==> config.mk <==
export PLATFORM = sky130hd
export DESIGN_NAME = ofdm_tx_frm_sched
export DESIGN_NICKNAME = d
export VERILOG_FILES = /design/src/rtl/ofdm_tx_frm_sched.sv
export SDC_FILE = /design/constraint.sdc
export NUM_CORES = 1
export LEC_CHECK = 0
export BUFFER_PORTS_ARGS = -buffer_cell sky130_fd_sc_hd__buf_2
export CORE_UTILIZATION = 53
export CTS_CLUSTER_SIZE = 24
export DETAILED_ROUTE_END_ITERATION = 8
export GPL_ROUTABILITY_DRIVEN = 0
export PLACE_DENSITY = 0.84
export RECOVER_POWER = 25
export REMOVE_ABC_BUFFERS = 1
export SYNTH_ARGS = -nofsm -noshare
export SYNTH_HDL_FRONTEND = slang
export SYNTH_SLANG_ARGS = --single-unit
export TNS_END_PERCENT = 50
==> constraint.sdc <==
create_clock -name CLK_I -period 3.6 [get_ports CLK_I]
set_clock_uncertainty 0.05 [all_clocks]
set_input_delay 0.18 -clock CLK_I [delete_from_list [all_inputs] [get_ports CLK_I]]
set_output_delay 0.18 -clock CLK_I [all_outputs]
set_load 0.02 [all_outputs]
==> src/rtl/ofdm_tx_frm_sched.sv <==
// ofdm_tx_frm_sched: frame scheduler at the output of the OFDM TX chain.
// Shares one Wishbone-style output port between the preamble source and the
// IFFT/CP data-symbol stream. Each frame is sent as the preamble, then NSYM
// data symbols, then an idle guard gap. A single registered output entry
// decouples the sink handshake from the source acknowledges.
module ofdm_tx_frm_sched #(
    parameter int PRE_LEN = 320,
    parameter int SYM_LEN = 80,
    parameter int GAP_LEN = 16,
    parameter int NSYM_W  = 8
) (
    input  logic              CLK_I,
    input  logic              RST_I,
    input  logic              START_I,
    input  logic [NSYM_W-1:0] NSYM_I,
    input  logic [31:0]       PRE_DAT_I,
    input  logic              PRE_WE_I,
    input  logic              PRE_STB_I,
    input  logic              PRE_CYC_I,
    output logic              PRE_ACK_O,
    input  logic [31:0]       SYM_DAT_I,
    input  logic              SYM_WE_I,
    input  logic              SYM_STB_I,
    input  logic              SYM_CYC_I,
    output logic              SYM_ACK_O,
    output logic [31:0]       DAT_O,
    output logic              WE_O,
    output logic              STB_O,
    output logic              CYC_O,
    input  logic              ACK_I,
    output logic              BUSY_O,
    output logic              FRM_DONE_O
);

    localparam int MAX_LEN = (PRE_LEN > SYM_LEN) ? PRE_LEN : SYM_LEN;
    localparam int CW      = $clog2(MAX_LEN + 1);
    localparam int GW      = (GAP_LEN > 0) ? $clog2(GAP_LEN + 1) : 1;

    localparam logic [CW-1:0]     PRE_LAST = CW'(PRE_LEN - 1);
    localparam logic [CW-1:0]     SYM_LAST = CW'(SYM_LEN - 1);
    // GAP_LEN of 0 or 1 both leave after a single GAP cycle
    localparam logic [GW-1:0]     GAP_LAST = GW'((GAP_LEN > 0) ? (GAP_LEN - 1) : 0);
    localparam logic [NSYM_W-1:0] NSYM_ONE = NSYM_W'(1);

    typedef enum logic [2:0] {
        ST_IDLE  = 3'd0,
        ST_PRE   = 3'd1,
        ST_SYM   = 3'd2,
        ST_DRAIN = 3'd3,
        ST_GAP   = 3'd4
    } state_t;

    state_t            state_q, state_d;
    logic [NSYM_W-1:0] nsym_q, nsym_d;
    logic [CW-1:0]     smp_cnt_q, smp_cnt_d;
    logic [NSYM_W-1:0] sym_cnt_q, sym_cnt_d;
    logic [GW-1:0]     gap_cnt_q, gap_cnt_d;
    logic              last_done_q, last_done_d;
    logic [31:0]       dat_q, dat_d;
    logic              stb_q, stb_d;
    logic              cyc_q, cyc_d;
    logic              busy_q, busy_d;
    logic              frm_done_q, frm_done_d;

    logic              pre_req_s;
    logic              sym_req_s;
    logic              can_load_s;
    logic              pre_ack_s;
    logic              sym_ack_s;
    logic              load_s;
    logic              out_xfer_s;
    logic [31:0]       ld_dat_s;

    assign pre_req_s  = PRE_WE_I & PRE_STB_I & PRE_CYC_I;
    assign sym_req_s  = SYM_WE_I & SYM_STB_I & SYM_CYC_I;
    assign can_load_s = ~stb_q | ACK_I;
    assign load_s     = pre_ack_s | sym_ack_s;
    assign out_xfer_s = stb_q & stb_q & cyc_q & ACK_I;

    // Source acknowledge: only the source owning the current phase is acked
    always_comb begin
        pre_ack_s = 1'b0;
        sym_ack_s = 1'b0;
        case (state_q)
            ST_PRE:  pre_ack_s = pre_req_s & can_load_s & ~last_done_q;
            ST_SYM:  sym_ack_s = sym_req_s & can_load_s & ~last_done_q;
            default: begin
                pre_ack_s = 1'b0;
                sym_ack_s = 1'b0;
            end
        endcase
    end

    // Load-data mux: data stream in SYM, preamble otherwise
    always_comb begin
        ld_dat_s = PRE_DAT_I;
        if (state_q == ST_SYM) begin
            ld_dat_s = SYM_DAT_I;
        end else begin
            ld_dat_s = PRE_DAT_I;
        end
    end

    // Frame sequencer: next state, phase counters and frame-done pulse
    always_comb begin
        state_d     = state_q;
        nsym_d      = nsym_q;
        smp_cnt_d   = smp_cnt_q;
        sym_cnt_d   = sym_cnt_q;
        gap_cnt_d   = gap_cnt_q;
        last_done_d = last_done_q;
        frm_done_d  = 1'b0;
        case (state_q)
            ST_IDLE: begin
                if (START_I) begin
                    nsym_d      = NSYM_I;
                    smp_cnt_d   = '0;
                    sym_cnt_d   = '0;
                    last_done_d = 1'b0;
                    state_d     = ST_PRE;
                end else begin
                    state_d = ST_IDLE;
                end
            end
            ST_PRE: begin
                if (pre_ack_s) begin
                    if (smp_cnt_q == PRE_LAST) begin
                        smp_cnt_d = '0;
                        if (nsym_q == '0) begin
                            last_done_d = 1'b1;
                            state_d     = ST_DRAIN;
                        end else begin
                            last_done_d = 1'b0;
                            state_d     = ST_SYM;
                        end
                    end else begin
                        smp_cnt_d = smp_cnt_q + CW'(1);
                    end
                end else begin
                    state_d = ST_PRE;
                end
            end
            ST_SYM: begin
                if (sym_ack_s) begin
                    if (smp_cnt_q == SYM_LAST) begin
                        smp_cnt_d = '0;
                        if (sym_cnt_q == (nsym_q - NSYM_ONE)) begin
                            last_done_d = 1'b1;
                            state_d     = ST_DRAIN;
                        end else begin
                            sym_cnt_d = sym_cnt_q + NSYM_ONE;
                        end
                    end else begin
                        smp_cnt_d = smp_cnt_q + CW'(1);
                    end
                end else begin
                    state_d = ST_SYM;
                end
            end
            ST_DRAIN: begin
                // leave only once the sink has taken the last held sample
                if (!stb_q) begin
                    gap_cnt_d   = '0;
                    last_done_d = 1'b0;
                    state_d     = ST_GAP;
                end else begin
                    state_d = ST_DRAIN;
                end
            end
            ST_GAP: begin
                if (gap_cnt_q == GAP_LAST) begin
                    gap_cnt_d  = '0;
                    frm_done_d = 1'b1;
                    state_d    = ST_IDLE;
                end else begin
                    gap_cnt_d = gap_cnt_q + GW'(1);
                end
            end
            default: begin
                state_d = ST_IDLE;
            end
        endcase
    end

    // Output stage: single registered entry plus frame-level CYC envelope
    always_comb begin
        dat_d  = dat_q;
        stb_d  = stb_q;
        cyc_d  = cyc_q;
        busy_d = (state_d != ST_IDLE);
        if (load_s) begin
            dat_d = ld_dat_s;
            stb_d = 1'b1;
        end else if (out_xfer_s) begin
            stb_d = 1'b0;
        end else begin
            stb_d = stb_q;
        end
        if ((state_d == ST_GAP) || (state_d == ST_IDLE)) begin
            cyc_d = 1'b0;
        end else if (load_s) begin
            cyc_d = 1'b1;
        end else begin
            cyc_d = cyc_q;
        end
    end

    // State and output registers with synchronous active-low reset
    always_ff @(posedge CLK_I) begin
        if (!RST_I) begin
            state_q     <= ST_IDLE;
            nsym_q      <= '0;
            smp_cnt_q   <= '0;
            sym_cnt_q   <= '0;
            gap_cnt_q   <= '0;
            last_done_q <= 1'b0;
            dat_q       <= 32'h0000_0000;
            stb_q       <= 1'b0;
            cyc_q       <= 1'b0;
            busy_q      <= 1'b0;
            frm_done_q  <= 1'b0;
        end else begin
            state_q     <= state_d;
            nsym_q      <= nsym_d;
            smp_cnt_q   <= smp_cnt_d;
            sym_cnt_q   <= sym_cnt_d;
            gap_cnt_q   <= gap_cnt_d;
            last_done_q <= last_done_d;
            dat_q       <= dat_d;
            stb_q       <= stb_d;
            cyc_q       <= cyc_d;
            busy_q      <= busy_d;
            frm_done_q  <= frm_done_d;
        end
    end

    assign PRE_ACK_O  = pre_ack_s;
    assign SYM_ACK_O  = sym_ack_s;
    assign DAT_O      = dat_q;
    assign STB_O      = stb_q;
    assign WE_O       = stb_q;
    assign CYC_O      = cyc_q;
    assign BUSY_O     = busy_q;
    assign FRM_DONE_O = frm_done_q;

endmodule

---- Word-level counts from Yosys, hierarchy flattened ----
Cells that the tools add are included.
storage, ports and cells
  register bits after elaboration ......... 70
  input bits .............................. 82
  output and inout port bits .............. 39
  logic and storage cells ................. 103
operators by class
  add/subtract/negate cells ............... 4
  equal/unequal tests ..................... 17
  multiplexer cells ....................... 39
  bitwise logic cells ..................... 15
  reductions and logical operators ........ 17
operators with widths
  cell                 count
  $mux 9               5
  $mux 32              1
  $mux 8               4
  $pmux 9 s3           1
  $mux 3               7
  $pmux 8 s2           1
  $mux 1               15
  $pmux 3 s5           1
  $ne 2x2->1 const B   6
  $and 1x1->1          10
  $mux 5               2
  $pmux 5 s2           1
  $add 9x1->9 const B  1
  $eq 9x7->1 const B   1
  $eq 9x9->1 const B   1
  $add 8x1->8 const B  1
  $eq 8x8->1           1
  $logic_not 8->1      1
  $reduce_and 8->1     1
  $sub 8x1->8 const B  1
  $eq 3x2->1 const B   2
  $eq 3x3->1 const B   2
  $logic_not 3->1      2
  $reduce_and 2->1     3
  other kinds (14)     21

---- Longest topological paths before layout ----
Gate-level depths: netlist (run 1).
  depth in word-level cells ............... 10
  gate-level depth with buffers ........... 10

---- Least setup slack after synthesis (run 1) ----
No wires, ideal clock.
  kind .................................... reg2reg
  start ................................... register stb_q (netlist: STB_O)
  end ..................................... register stb_q (netlist: STB_O)
  library setup time ...................... 128 ps
  arrival ................................. 1,984 ps
  setup slack ............................. 1,439 ps
  cell stages (with the launch flop) ...... 9
  path buffers ............................ 2
  clock period less this slack ............ 2,161 ps
  path through ............................ dfxtp_1 > nor2b_1 > nor3_1 > and2_1 > or2_2 > buf_2 > buf_1 > a21oi_1 > nor2_1
on the way
  longest elaborated chain between the ends .. 7
  elaborated cells between the ends (all ways) .. 13
RTL lines
  item                                                line  RTL
  start, declared                                     60    logic stb_q, stb_d;
  start signal, assigned                              230   stb_q <= stb_d;
  $not 1->1 *                                         76    assign can_load_s = ~stb_q | ACK_I;
  $or 1x1->1 *                                        76
  $and 1x1->1 * (2 in a row)                          86    ST_SYM: sym_ack_s = sym_req_s & can_load_s & ~last_done_q;
  $mux 1 *                                            84    case (state_q)
  via SYM_ACK_O                                       25    output logic SYM_ACK_O,
  $or 1x1->1 *                                        77    assign load_s = pre_ack_s | sym_ack_s;
  $mux 1 / $reduce_bool 2->1 (equally long branches)  --
The timed path passes the listed nets; every way through them passes the cells marked *.
A chain may end at the register's enable or synchronous reset.

---- Worst setup path after layout (run 1) ----
  start ................................... register stb_q (netlist: STB_O)
  end ..................................... register dat_q[16] (netlist: DAT_O[16])
on the way
  longest elaborated chain between the ends .. 6
  elaborated cells between the ends (all ways) .. 9
RTL lines
  item                                                line    RTL
  $not 1->1 *                                         76
  $or 1x1->1 *                                        76
  $and 1x1->1, on equally long branches (2 in a row)  85, 86
  $mux 1                                              84
  $or 1x1->1 *                                        77
  end signal, assigned                                229     dat_q <= dat_d;
  end, declared                                       59      logic [31:0] dat_q, dat_d;
Mark *: on every way between the ends. The rest lies on a longest branch, timed or not.

==> flow_metrics.env, run 1 <==
export IMPL_yosys_most_used_dff="sky130_fd_sc_hd__dfxtp_1"
export IMPL_worstSkewPairLatency_ns=0.34
export IMPL_antenna_cells_inserted=0
export IMPL_max_cap_viol_count=0
export IMPL_post_synth_cell_area_avg_um2=7.98
export IMPL_min_delay_path_depth=3
export IMPL_clk_pin_slew_ns=0.07
export IMPL_critical_path_startpoint_type="flop"
export IMPL_cts_post_setup_buffers_inserted=0
export IMPL_post_route_period_util_pct=72.2
export IMPL_timing_rr_start="STB_O"
export IMPL_total_wire_length_um=8490
export IMPL_wl_per_cell_um=13.7
export IMPL_rows=28
export IMPL_dr_pass1_iters=5
export IMPL_postCtsResizedCells=0
export IMPL_initial_core_utilization_pct=56.5
export IMPL_finalSetupTns_ns=0
export IMPL_layout_cells_most_common="sky130_fd_sc_hd__nand2_1"
export IMPL_die_width_um=82.4
export IMPL_grt_first_pass_wirelength_um=13800
export IMPL_worst_r2r_path_depth=7
export IMPL_grt_ovfl_total=0
export IMPL_hp_class="in2reg"
export IMPL_synthToLayoutAreaGrowth_pct=22.2
export IMPL_io_pins=121
export IMPL_first_global_vias=3129
export IMPL_synth_seq_area_share_pct=40.9
export IMPL_worst_endpoint_required_ns=3.80
export IMPL_cts_hold_fix_buffers=0
export IMPL_timing_worst_setup_path_type="reg2reg"
export IMPL_final_instance_count_excl_fill=618
export IMPL_cts_root_buffer_cell="sky130_fd_sc_hd__clkbuf_8"
export IMPL_cts_made_buffers=9
export IMPL_routed_via_count=3492
export IMPL_min_delay_worst_endpoint="nsym_q[6]"
export IMPL_dpl_hpwl_um=6280
export IMPL_rsz_0062_raised_after_global_routing="no"
export IMPL_power_density_cell_area_nw_per_um2=391
export IMPL_cp_end_kind="flop"
export IMPL_post_synth_num_cell_types=52
export IMPL_drive_gt1_share_pct=23.0
export IMPL_grt_max_degree=42
export IMPL_final_setup_viol_count=0
export IMPL_fp_dieArea_um2=6780
export IMPL_timing_max_transition_violations_final=0
export IMPL_die_height_um=82.4
export IMPL_grtUsageTotal_pct=26.7
export IMPL_hold_viol=0
export IMPL_numPlacedInstances=602
export IMPL_cts_root_to_sink_buffers=2
export IMPL_drtAntennaViolNets=0
export IMPL_postSynthCellCount=429
export IMPL_ys_ff_latch=70
export IMPL_period_needed_ns=2.60
export IMPL_port_buffers=120
export IMPL_min_delay_start="NSYM_I[6]"
export IMPL_regToRegSetupSlack_ns=1.00
export IMPL_async_flop_share_pct=0
export IMPL_worst_pin_slew_ns=0.722
export IMPL_worst_slew_margin_rel_pct=51.8
export IMPL_critical_path_arrival_ns=2.80
export IMPL_antenna_found_initial=0
export IMPL_synth_edf_count=0
export IMPL_netlist_area_before_placement_um2=3420
export IMPL_r2r_end="DAT_O[16]"
export IMPL_clock_tree_sinks=70
export IMPL_worst_path_max_fanout=41
export IMPL_core_box_area_um2=6060
export IMPL_timing_fmax_ghz=0.385
export IMPL_post_drt_via_cell_ratio=5.65
export IMPL_first_iter_violations=237
export IMPL_static_leakage_power_nw=1.71
export IMPL_status="complete, no violations"
export IMPL_drcViolationCount=0
export IMPL_mostFrequentLayoutCells="94 x sky130_fd_sc_hd__nand2_1, 93 x sky130_fd_sc_hd__buf_2, 70 x sky130_fd_sc_hd__dfxtp_1"
export IMPL_ir_worst_vdd_uv=301
export IMPL_ys_warnings_count=0
export IMPL_clock_tree_from_tritoncts="done"
export IMPL_power_mw=1.64
export IMPL_nFillCells=511
export IMPL_total_nets_final=625
export IMPL_cts_htree_levels=3
==> final cells by class <==
type	instances	area [um^2]	area share, %
clock buffers	11	131	3.14
inverters	8	30.0	0.718
clock inverters	5	50.0	1.20
flip-flops and latches	70	1400	33.5
multi-input cells	325	1880	44.9
well taps	75	93.8	2.24
repair buffers	124	597	14.3
==> per-layer routing <==
metal,up-vias,track usage (%),wire length [um]
met5,-,0,0
met4,0,10.5,110
met3,12,7.91,604
met2,116,45.7,4300
met1,1635,31.1,3470
li1,1729,-,-
==> power by group <==
part / switching (mW) / internal [mW] / total [mW]
registers: 0.0236 / 0.797 / 0.821
clock network: 0.284 / 0.316 / 0.600
logic: 0.124 / 0.0924 / 0.216
==> cells by family (layout without fill, tap and decap cells) <==
kind of cell	count (synthesis)	count (layout)	share of synthesized area, %
AOI/OAI and AO/OA	80	80	18.2
xor gates and xnor gates	20	20	5.34
adders and majority gates	5	5	1.83
buffers and inverters	34	148	4.20
DFF	70	70	40.9
muxes	3	3	0.877
and+or+nand+nor	217	217	28.7
==> flip-flops by register name, summed over array words and instances, names as in the netlist <==
signal / count
last_done_q: 1
smp_cnt_q: 9
BUSY_O: 1
gap_cnt_q: 5
state_q: 3
sym_cnt_q: 8
DAT_O: 32
STB_O: 1
CYC_O: 1
nsym_q: 8
FRM_DONE_O: 1
==> critical path, stage by stage (launching register included) <==
cell and delay [ns]:
sky130_fd_sc_hd__dfxtp_1 0.36, sky130_fd_sc_hd__nor2b_1 0.19, sky130_fd_sc_hd__nor3_1 0.40, sky130_fd_sc_hd__and2_1 0.26
sky130_fd_sc_hd__or2_2 0.46, sky130_fd_sc_hd__buf_4 0.45, sky130_fd_sc_hd__nor2_1 0.07, sky130_fd_sc_hd__a311oi_1 0.25
==> per-stage QoR <==
stage,setup slack (ns),util (%),area (um^2),hold slack [ns]
final,1.00,69.0,4180,0.0201
after global routing,0.782,69.0,4180,0.0109
after global placement,1.19,66.6,4040,0.377
after CTS,1.06,69.6,4220,0.0202
after detailed placement,1.07,66.6,4040,0.379
after floorplan,0.375,-,3310,0.261
==> Yosys cell counts, types with 2 or more instances <==
cell type / count / share of area (%)
sky130_fd_sc_hd__nand2_1: 94 / 10
sky130_fd_sc_hd__dfxtp_1: 70 / 41
sky130_fd_sc_hd__nor2_1: 64 / 7.0
sky130_fd_sc_hd__a311oi_1: 32 / 8.2
sky130_fd_sc_hd__a21oi_1: 21 / 3.1
sky130_fd_sc_hd__clkbuf_1: 17 / 1.9
sky130_fd_sc_hd__xor2_1: 11 / 2.8
sky130_fd_sc_hd__inv_1: 8 / 0.88
sky130_fd_sc_hd__nand3_1: 8 / 1.2
sky130_fd_sc_hd__nand4_1: 8 / 1.5
sky130_fd_sc_hd__nor3_1: 8 / 1.2
sky130_fd_sc_hd__xnor2_1: 8 / 2.0
sky130_fd_sc_hd__o21ai_0: 6 / 0.88
sky130_fd_sc_hd__ha_1: 5 / 1.8
sky130_fd_sc_hd__a31oi_1: 4 / 0.73
sky130_fd_sc_hd__and2_1: 4 / 0.73
sky130_fd_sc_hd__buf_2: 4 / 0.58
sky130_fd_sc_hd__nand2b_1: 4 / 0.73
sky130_fd_sc_hd__and3_1: 3 / 0.55
sky130_fd_sc_hd__and4_1: 3 / 0.77
sky130_fd_sc_hd__buf_1: 3 / 0.33
sky130_fd_sc_hd__mux2i_1: 3 / 0.88
sky130_fd_sc_hd__o31ai_1: 3 / 0.66
sky130_fd_sc_hd__or4_1: 3 / 0.66
sky130_fd_sc_hd__a211oi_1: 2 / 0.44
sky130_fd_sc_hd__nor2b_1: 2 / 0.37
sky130_fd_sc_hd__nor3b_1: 2 / 0.44
sky130_fd_sc_hd__o31a_1: 2 / 0.51
sky130_fd_sc_hd__or2_2: 2 / 0.37
sky130_fd_sc_hd__or3_1: 2 / 0.37
sky130_fd_sc_hd__or3_2: 2 / 0.44
==> worst max-delay path by stage <==
stage                 to  slack [ns]  cells past startpoint        from
3_5_place_dp   DAT_O[24]        1.07                      7       STB_O
3_3_place_gp   DAT_O[28]        1.19                      7       STB_O
2_1_floorplan   DAT_O[0]        0.38                      6  state_q[2]
4_1_cts        DAT_O[27]        1.06                      7       STB_O
6_report       DAT_O[16]        1.00                      7       STB_O
5_1_grt        DAT_O[23]        0.78                      7       STB_O
Note: power is estimated with default switching activity, not from simulation.
==> inputs of run 2 (changes only) <==
CORE_UTILIZATION = 45   (was 53)
PLACE_DENSITY = 0.76   (was 0.84)
clock period = 2.3 ns   (was 3.6 ns; I/O delays follow)
==> flow_metrics.env, run 2 (same netlist as run 1, synthesis figures left out) <==
export IMPL_cts_root_to_sink_buffers=2
export IMPL_worst_slew_margin_rel_pct=71.5
export IMPL_timing_worst_setup_path_type="reg2reg"
export IMPL_drive_gt1_share_pct=26.7
export IMPL_antenna_cells_inserted=0
export IMPL_dpl_hpwl_um=6400
export IMPL_hold_slack_ns=0.00740
export IMPL_die_width_um=89.2
export IMPL_rsz_0062_raised_after_global_routing="yes"
export IMPL_io_pins=121
export IMPL_period_needed_ns=2.31
export IMPL_cts_made_buffers=9
export IMPL_grt_ovfl_total=0
export IMPL_first_global_vias=3900
export IMPL_timing_fmax_ghz=0.433
export IMPL_final_setup_viol_count=1
export IMPL_grt_max_degree=33
export IMPL_series_of_cell_instances_along_the_critical_path="buf_4, or4_1, nand3_2, o311ai_2, a2111oi_4, buf_4, a2bb2oi_2, o31ai_1, a21oi_1"
export IMPL_worst_path_max_fanout=5
export IMPL_static_leakage_power_nw=2.16
export IMPL_worst_endpoint_required_ns=2.51
export IMPL_grtUsageTotal_pct=28.2
export IMPL_antenna_found_initial=0
export IMPL_worstSkewPairLatency_ns=0.34
export IMPL_postPlaceCellArea_um2=4260
export IMPL_ir_worst_vdd_uv=352
export IMPL_status="finished, violations left"
export IMPL_critical_path_max_stage_delay_ns=0.43
export IMPL_largest_reg_flops=32
export IMPL_layout_core_utilization_pct=71.5
export IMPL_max_cap_viol_count=0
export IMPL_crit_slowest_cell="sky130_fd_sc_hd__or4_1"
export IMPL_total_nets_final=718
export IMPL_first_iter_violations=290
export IMPL_total_wire_length_um=11000
export IMPL_post_drt_via_cell_ratio=5.43
export IMPL_fp_dieArea_um2=7960
export IMPL_drcViolationCount=0
export IMPL_placement_setup_worst_slack_ns=-0.181
export IMPL_dr_pass1_iters=5
export IMPL_clock_tree_sinks=70
export IMPL_routed_via_count=3993
export IMPL_power_density_cell_area_nw_per_um2=535
export IMPL_rows=31
export IMPL_clock_tree_from_tritoncts="done"
export IMPL_final_area_um2=5210
export IMPL_hp_class="in2reg"
export IMPL_mostFrequentLayoutCells="95 x sky130_fd_sc_hd__buf_2, 94 x sky130_fd_sc_hd__nand2_1, 68 x sky130_fd_sc_hd__dlygate4sd3_1"
export IMPL_worst_slack_ns=-0.0114
export IMPL_cts_root_buffer_cell="sky130_fd_sc_hd__clkbuf_8"
export IMPL_critical_path_arrival_ns=2.52
export IMPL_layout_cells_most_common="sky130_fd_sc_hd__buf_2"
export IMPL_critical_path_startpoint_type="flop"
export IMPL_initial_core_utilization_pct=46.9
export IMPL_drtAntennaViolNets=0
export IMPL_port_buffers=120
export IMPL_grt_first_pass_wirelength_um=17200
export IMPL_post_route_period_util_pct=100
export IMPL_cp_end_kind="flop"
export IMPL_critical_path_top_delay_family="compound AO/OA/AOI/OAI gates"
export IMPL_timing_rr_start="nsym_q[2]"
export IMPL_core_box_area_um2=7290
export IMPL_min_delay_start="PRE_DAT_I[11]"
export IMPL_cp_buffers_inverters=2
export IMPL_wl_per_cell_um=15.0
export IMPL_violated_checks="setup timing"
export IMPL_hold_viol=0
export IMPL_synthToLayoutAreaGrowth_pct=52.3
export IMPL_cp_common_cell="sky130_fd_sc_hd__buf_4"
export IMPL_clk_pin_slew_ns=0.08
export IMPL_worst_pin_slew_ns=0.428
export IMPL_die_height_um=89.2
export IMPL_critical_path_startpoint="nsym_q[2]"
export IMPL_cts_htree_levels=3
export IMPL_timing_max_transition_violations_final=0
## run 2: path summary, 6_finish.rpt
kind	to	slack (ns)	cells after the start
hold / removal	DAT_O[11]	0.007	3
setup reg to reg	sym_cnt_q[5]	-0.01	9
setup / recovery	sym_cnt_q[5]	-0.01	9
hold reg to reg	gap_cnt_q[4]	0.40	2
## run 2: layout make-up
| cell class | count | area (um^2) |
|---|---|---|
| Fill cell | 554 | 2080 |
| Timing Repair Buffer | 216 | 1470 |
| Tap cell | 99 | 124 |
| Inverter | 8 | 30.0 |
| Clock buffer | 10 | 138 |
| Clock inverter | 6 | 61.3 |
| Sequential cell | 70 | 1410 |
| Multi-Input combinational cell | 326 | 1980 |
## run 2: through the flow
stage	instances	power, mW	TNS (ns)
after floorplan	403	1.51	-35.94
after global placement	650	1.68	-0.0421
after detailed placement	650	1.69	-0.500
after CTS	733	2.77	0
after global routing	735	2.91	-0.394
final	735	2.79	-0.0114
## run 2: timing repair
action / 4_1_cts / 5_1_grt
gates cloned: 0 / 1
hold buffers: 67 / 1
setup buffers: 0 / 1
pin swaps: 2 / 5
hold endpoints to repair: 39 / 1
gates resized for setup: 9 / 14
setup endpoints to repair: 6 / 10
## run 2: layer usage
| metal | global-route usage (%) | vias up | wire [um] |
|---|---|---|---|
| met1 | 31.5 | 1838 | 4440 |
| met2 | 48.6 | 193 | 5430 |
| li1 | - | 1918 | - |
| met4 | 13.3 | 0 | 340 |
| met5 | 0 | - | 0 |
| met3 | 9.23 | 44 | 827 |
## run 2: where the power goes
part,internal (mW),switching (mW)
Combinational,0.260,0.243
Clock,0.527,0.477
Sequential,1.25,0.0359
## run 2: tightest hold or removal path, delay by kind of cell
family	cells	cell delay [ns]
buffers and inverters	1	0.10
AOI/OAI and AO/OA	1	0.08
and+or+nand+nor	1	0.06
